File: src/rtl/vip_adaptive.sv
// vip_adaptive: RGB pixel stream to luminance, with four selectable outputs
// (bypass, gray, binary, inverted binary). 3-stage pipeline, one pixel per clk.
// The binarisation threshold is either the manual value or the midpoint of the
// previous frame's min/max luminance. Mode and threshold are shadowed on the
// frame boundary (rising edge of stage-2 vsync), so a frame never mixes settings.
//
// Ports:
//   clk, rst              pixel clock, asynchronous active-high reset
//   mode[1:0]             0 bypass, 1 gray, 2 binary, 3 inverted binary
//   auto_en               1 = automatic threshold, 0 = manual `threshold`
//   threshold[7:0]        manual luminance threshold
//   pre_frame_vsync/hsync/de, pre_rgb[PW-1:0]    input stream, {R,G,B} MSB first
//   post_frame_vsync/hsync/de, post_rgb[PW-1:0]  output stream, 3 cycles later
//   auto_thr[7:0]         current automatic threshold
//   frame_thr[7:0]        threshold in force for the current frame
//   frame_mode[1:0]       mode in force for the current frame
module vip_adaptive #(
    parameter int unsigned RW = 5,
    parameter int unsigned GW = 6,
    parameter int unsigned BW = 5,
    localparam int unsigned PW = RW + GW + BW
) (
    input  logic          clk,
    input  logic          rst,
    input  logic [1:0]    mode,
    input  logic          auto_en,
    input  logic [7:0]    threshold,
    input  logic          pre_frame_vsync,
    input  logic          pre_frame_hsync,
    input  logic          pre_frame_de,
    input  logic [PW-1:0] pre_rgb,
    output logic          post_frame_vsync,
    output logic          post_frame_hsync,
    output logic          post_frame_de,
    output logic [PW-1:0] post_rgb,
    output logic [7:0]    auto_thr,
    output logic [7:0]    frame_thr,
    output logic [1:0]    frame_mode
);

    localparam logic [1:0] MODE_BYPASS = 2'd0;
    localparam logic [1:0] MODE_GRAY   = 2'd1;
    localparam logic [1:0] MODE_BIN    = 2'd2;

    localparam logic [7:0] THR_RESET = 8'd128;

    // Expand a w-bit channel (held in the low bits of c) to 8 bits by
    // repeating its MSBs below it; identity for w = 8.
    function automatic logic [7:0] expand8(input logic [7:0] c, input int unsigned w);
        logic [7:0] e;
        e = '0;
        for (int unsigned i = 0; i < 8; i++) begin
            e[3'(7 - i)] = c[3'(w - 1 - (i % w))];
        end
        return e;
    endfunction

    // Channel split and expansion of the incoming pixel
    logic [7:0] r8, g8, b8;
    always_comb begin
        r8 = expand8(8'(pre_rgb[PW-1 -: RW]), RW);
        g8 = expand8(8'(pre_rgb[GW+BW-1 -: GW]), GW);
        b8 = expand8(8'(pre_rgb[BW-1:0]), BW);
    end

    // Stage 1: weighted channel products, raw pixel and syncs
    logic [15:0]   pr1, pg1, pb1;
    logic [PW-1:0] raw1;
    logic          vs1, hs1, de1;

    always_ff @(posedge clk or posedge rst) begin
        if (rst) begin
            pr1  <= '0;
            pg1  <= '0;
            pb1  <= '0;
            raw1 <= '0;
            vs1  <= 1'b0;
            hs1  <= 1'b0;
            de1  <= 1'b0;
        end else begin
            pr1  <= 16'(r8) * 16'd77;
            pg1  <= 16'(g8) * 16'd150;
            pb1  <= 16'(b8) * 16'd29;
            raw1 <= pre_rgb;
            vs1  <= pre_frame_vsync;
            hs1  <= pre_frame_hsync;
            de1  <= pre_frame_de;
        end
    end

    // Stage 2: luminance. Weights sum to 256, so the sum never exceeds 65280.
    logic [16:0]   sum_c;
    logic [7:0]    y2;
    logic [PW-1:0] raw2;
    logic          vs2, hs2, de2, vs2_q;

    assign sum_c = 17'(pr1) + 17'(pg1) + 17'(pb1);

    always_ff @(posedge clk or posedge rst) begin
        if (rst) begin
            y2    <= '0;
            raw2  <= '0;
            vs2   <= 1'b0;
            hs2   <= 1'b0;
            de2   <= 1'b0;
            vs2_q <= 1'b0;
        end else begin
            y2    <= 8'(sum_c >> 8);
            raw2  <= raw1;
            vs2   <= vs1;
            hs2   <= hs1;
            de2   <= de1;
            vs2_q <= vs2;
        end
    end

    // Frame boundary: rising edge of stage-2 vsync
    logic boundary;
    assign boundary = vs2 & ~vs2_q;

    // Per-frame luminance statistics
    logic [7:0] min_y, max_y;
    logic       seen;

    // Settings for the pixel now in stage 2. In the boundary cycle the freshly
    // shadowed values are used, so the output word aligned with the output
    // vsync rise already belongs to the new frame.
    logic [7:0]    auto_nxt;
    logic [1:0]    mode_eff;
    logic [7:0]    thr_eff;
    logic [PW-1:0] gray_c;
    logic          hit;
    logic [PW-1:0] pix_nxt;

    always_comb begin
        auto_nxt = auto_thr;
        if (seen) begin
            auto_nxt = 8'((9'(min_y) + 9'(max_y)) >> 1);
        end

        mode_eff = frame_mode;
        thr_eff  = frame_thr;
        if (boundary) begin
            mode_eff = mode;
            thr_eff  = auto_en ? auto_nxt : threshold;
        end

        gray_c = {y2[7 -: RW], y2[7 -: GW], y2[7 -: BW]};
        hit    = (y2 >= thr_eff);

        case (mode_eff)
            MODE_BYPASS: pix_nxt = raw2;
            MODE_GRAY:   pix_nxt = gray_c;
            MODE_BIN:    pix_nxt = {PW{hit}};
            default:     pix_nxt = {PW{~hit}};
        endcase
    end

    // Statistics and shadow registers; a de pixel in the boundary cycle is ignored
    always_ff @(posedge clk or posedge rst) begin
        if (rst) begin
            min_y      <= 8'd255;
            max_y      <= 8'd0;
            seen       <= 1'b0;
            auto_thr   <= THR_RESET;
            frame_thr  <= THR_RESET;
            frame_mode <= MODE_BYPASS;
        end else if (boundary) begin
            auto_thr   <= auto_nxt;
            min_y      <= 8'd255;
            max_y      <= 8'd0;
            seen       <= 1'b0;
            frame_mode <= mode;
            frame_thr  <= auto_en ? auto_nxt : threshold;
        end else if (de2) begin
            if (y2 < min_y) begin
                min_y <= y2;
            end
            if (y2 > max_y) begin
                max_y <= y2;
            end
            seen <= 1'b1;
        end
    end

    // Stage 3: output selection and sync alignment
    always_ff @(posedge clk or posedge rst) begin
        if (rst) begin
            post_rgb         <= '0;
            post_frame_vsync <= 1'b0;
            post_frame_hsync <= 1'b0;
            post_frame_de    <= 1'b0;
        end else begin
            post_rgb         <= pix_nxt;
            post_frame_vsync <= vs2;
            post_frame_hsync <= hs2;
            post_frame_de    <= de2;
        end
    end

endmodule

File: config.mk
export PLATFORM = sky130hd
export DESIGN_NAME = vip_adaptive
export DESIGN_NICKNAME = d
export VERILOG_FILES = /design/src/rtl/vip_adaptive.sv
export SDC_FILE = /design/constraint.sdc
export NUM_CORES = 1
export LEC_CHECK = 0
export ABC_AREA = 1
export CAP_MARGIN = 20
export CORE_ASPECT_RATIO = 1.2
export CORE_MARGIN = 1
export CORE_UTILIZATION = 60
export DETAILED_ROUTE_END_ITERATION = 12
export PLACE_DENSITY = 0.82
export REMOVE_ABC_BUFFERS = 1
export SETUP_SLACK_MARGIN = 0.4
export SLEW_MARGIN = 40
export SYNTH_ARGS = -nofsm -noshare
export SYNTH_HDL_FRONTEND = slang
export SYNTH_SLANG_ARGS = --single-unit
File: constraint.sdc
create_clock -name clk -period 5.38 [get_ports clk]
set_input_delay 0.538 -clock clk [delete_from_list [all_inputs] [get_ports clk]]
set_output_delay 0.538 -clock clk [all_outputs]
set_load 0.01 [all_outputs]
; Yosys cells after proc, flatten, opt, wreduce, memory -nomap -nowiden
; Index checks and enable logic that the tools add are counted.
[classes]
n_addsub = 3
mul = 3
magnitude_cmp = 3
eq_ne = 2
n_mux = 13
n_bitwise = 3
reduce_logical = 6
[ops]
columns = operator, n
row1 = $mux W8, 9
row2 = $pmux W16 S3, 1
row3 = $mul A8 B7 Y15 const B, 2
row4 = $add A15 B16 Y16, 1
row5 = $add A16 B13 Y16, 1
row6 = $mul A8 B5 Y13 const B, 1
row7 = $add A8 B8 Y9, 1
row8 = $ge A8 B8 Y1, 1
row9 = $gt A8 B8 Y1, 1
row10 = $lt A8 B8 Y1, 1
row11 = $reduce_bool A2 Y1, 3
row12 = $reduce_and A2 Y1, 2
row13 = $eq A2 B1 Y1 const B, 1
row14 = $eq A2 B2 Y1 const B, 1
row15 = $logic_not A2 Y1, 1
row16 = $mux W1, 2
row17 = $mux W2, 1
row18 = $not A1 Y1, 2
row19 = $and A1 B1 Y1, 1
[totals]
ff_bits = 143
in_bits = 32
output_inout_bits = 37
wordCells = 55

; Longest topological paths before layout
[logic_depth]
ltp_word = 7
mapped_depth = 20
depth_no_buf = 19

; Least setup slack after synthesis
; OpenSTA, ideal clock, no wires.
[synth_path]
kind = in2reg
startpoint = input port pre_rgb[7]
endpoint = register pg1[11]
setup_time_ns = 0.131
arrival_time_ns = 3.149
t_required_ns = 5.249
slack_ns = 2.100
cell_stages = 12
n_path_buf = 0
cell_sequence = ha_1 ha_1 inv_1 fa_1 fa_1 inv_1 ha_1 a21oi_1 o21ai_0 a21oi_1 o21bai_1 xor2_1
[synth_between]
elab_chain_cells = 1
[synth_lines]
columns = element, line
row1 = "start, declared", 31  ; input logic [PW-1:0] pre_rgb,
row2 = $mul A8 B7 Y15, 82  ; pg1 <= 16'(g8) * 16'd150;
row3 = "end signal, assigned", 82
row4 = "end, declared", 67  ; logic [15:0] pr1, pg1, pb1;
; No other way between the ends.
; A chain may end at the register's enable or synchronous reset.

; Worst setup path after layout
[layout_path]
startpoint = input port pre_rgb[9]
endpoint = register pg1[11]
; Same word-level chain as after synthesis.

==> run_results.csv <==
group,metric,value,unit
outcome,status,"completed",
sta,slew_viol_final,0,
floorplanning,io_pins,69,
synthesis,ys_ff_latch,138,
clock_tree,cts_buffers,17,
power,power_leakage,5.40,nW
global_route,grt_pass1_vias,6770,
place,post-dp-hpwl,14.3,mm
synthesis,postSynthAreaPerCell,9.50,sq um
critical_path,crit_slowest_cell,"clkdlybuf4s50_1",
cells_and_area,fin_nets,1239,
sta,fin_crit_sh,69.8,%
synthesis,async_reset_ff_share,100,%
critical_path,slowest_delay,0.66,ns
critical_path,path_buf_inv,3,
floorplanning,die_x,114,microns
critical_path,crit_top_cell,"ha_1",
synthesis,synth_top_cell_area_share,35.5,%
clock_tree,cts_setup_buffers,0,
critical_path,path_class,"primary input to flop",
synthesis,synth_common_cells,"nand2_1 (178), ha_1 (141), inv_1 (136)",
clock_tree,clk_pin_slew,0.06,ns
sta,rsz0062_at_grt,"false",
synthesis,synth_sequential_area_ratio,38.4,%
cells_and_area,multiInputGateArea,4970,sq um
floorplanning,rows,48,
power,ir_drop,0.000359,V
power,p_per_area,589,nW/um^2
sta,fin_worst_skew,0.0105,ns
synthesis,mappedNetlistArea,9030,sq um
clock_tree,cts_root_buffer,"clkbuf_16",
global_route,grt_max_degree,86,
cells_and_area,syn2layout_area_growth,16.0,%
clock_tree,cts-htree-levels,4,
cells_and_area,layout-drive-gt1-share,6.15,%
critical_path,crit_path_cell_trace,"clkdlybuf4s50_1, ha_1, ha_1, inv_1, fa_1, fa_1, inv_1, ha_1, a21oi_1, o21ai_0, a21oi_1, o21bai_1, xor2_1",
critical_path,crit_path_start_kind,"primary input",
flow_run,cap_violations,0,
synthesis,netlist_instances,951,
route,ant_nets,0,
global_route,overflow,0,
synthesis,synth_area_leaders,"dfrtp_1 (35%), ha_1 (20%), fa_1 (8.4%)",
route,wirelength,19.0,mm
place,gp_congestion,0.970,
route,vias,6692,
global_route,grt_use_total,26.6,%
floorplanning,die_area,15500,sq um
route,first_pass_iters,5,
place,portBuffers,68,
clock_tree,cts_tree,"built",
cells_and_area,diodes,0,
sta,final-hold-violation-count,0,
sta,fin_tns_setup,0,ns
power,finalPower,6.17,mW
clock_tree,hold_buffers,0,
global_route,grt_first_pass_wirelength,31.7,mm
floorplanning,core-area,14500,sq um
synthesis,synth_top_area_cell,"dfrtp_1",
critical_path,crit_family,"adder cells",
synthesis,synth_flop_cell,"dfrtp_1",
sta,layout_min_cycle_time,3.76,ns
sta,relSlewSlack,57.2,%
critical_path,critPathMaxFanout,8,
floorplanning,die_h,136,microns
route,avgRoutedWirePerCell,15.3,microns
route,viasPerCell,5.39,
global_route,antenna_found_initial,0,
synthesis,yosys_warnings,0,
clock_tree,clk_latency,0.43,ns
sta,fmax,0.266,GHz
route,drc,0,
sta,setup_viol,0,
synthesis,synth.distinct_cells,38,
clock_tree,ctsResizeCount,0,
clock_tree,clockBufferDepth,2,
critical_path,rrSetupSlack,2.26,ns
hold_path,hold_path.class,"flop to flop",
sta,worstMarginPinSlew,0.643,ns
critical_path,cp.required,5.68,ns
floorplanning,initial_core_util,62.1,%
route,dr.first_iter.drc_count,373,
cells_and_area,seqCellArea,3470,sq um
synthesis,synth_edf_count,0,
critical_path,crit_path_end_kind,"flop",
critical_path,arrival,4.06,ns
cells_and_area,fillerInstances,1047,
synthesis,yosys.cell_count.top_type,"nand2_1",
clock_tree,clock-sinks,138,
## registers in the layout (all words and copies together) (netlist names)
signal            count
hs1                   1
vs1                   1
frame_mode            2
pr1                  13
post_frame_vsync      1
de1                   1
post_frame_hsync      1
raw1                 16
frame_thr             8
auto_thr              8
de2                   1
vs2                   1
seen                  1
max_y                 8
pb1                  11
pg1                  14
post_frame_de         1
y2                    8
min_y                 8
raw2                 16
post_rgb             16
hs2                   1
## kinds of logic after synthesis
family,after synthesis,synth area share [%]
simple gates,310,14.9
flops,138,38.4
compound gates,137,8.55
xor+xnor,38,3.69
fa+ha+maj,179,28.0
buf+inv,149,6.57
## worst paths after layout
| kind | from | end | cells after the start |
|---|---|---|---|
| worst min-delay path | raw1[11] | raw2[11] | 0 |
| worst min register to register | raw1[11] | raw2[11] | 0 |
| max in group asynchronous | rst | raw1[8] | 3 |
| min in group asynchronous | rst | post_frame_hsync | 2 |
| worst max-delay path | pre_rgb[9] | pg1[11] | 13 |
| worst max register to register | max_y[0] | post_rgb[1] | 16 |
## per-stage QoR
stage                     setup slack [ns]  instances  hold WS [ns]  cell area [sq um]  util [%]
after global placement                1.38       1209         0.332               9900      68.1
after global routing                  1.47       1241         0.352              10500      72.1
after detailed placement              1.22       1209         0.335               9900      68.1
after CTS                             1.67       1241         0.345              10500      72.1
final                                 1.62       1241         0.346              10500      72.1
after floorplan                       1.16        940         0.331               8960         -
## report_power, final
| group | switching [mW] | internal [mW] |
|---|---|---|
| Sequential | 0.242 | 1.42 |
| Clock | 0.473 | 0.657 |
| Combinational | 1.99 | 1.40 |
## final cells by class
type / count / area share (%)
inverter: 138 / 5.04
clock buffer: 18 / 4.19
timing repair buffer: 69 / 6.57
clock inverter: 14 / 1.29
tap: 200 / 2.39
multi-input combinational: 664 / 47.4
sequential: 138 / 33.1
## metal layers
layer  vias to the layer above  wire, microns  GRT usage, %
met3                        58            657          4.64
met5                         -              0             0
met2                       165          10000          48.2
met4                         0            880          14.3
li1                       3268              -             -
met1                      3201           7400          29.6
## layout by cell type, fill, tap and decap left out, drive strengths merged
cell type,count
a21oi,64
inv,144
nand4,18
clkinvlp,1
dfstp,10
buf,1
clkbuf,18
xor2,27
bufinv,1
clkinv,6
xnor2,11
o2111ai,1
a21o,7
dfrtp,128
a31oi,10
fa,38
clkdlybuf4s50,68
o21ai,43
nand3,47
ha,141
a21boi,2
o211ai,1
a211oi,1
nor2,51
nand3b,1
o21a,2
o31ai,1
nand2,188
or2,2
nor3,3
o21bai,5
Note: power is estimated with default switching activity, not from simulation.
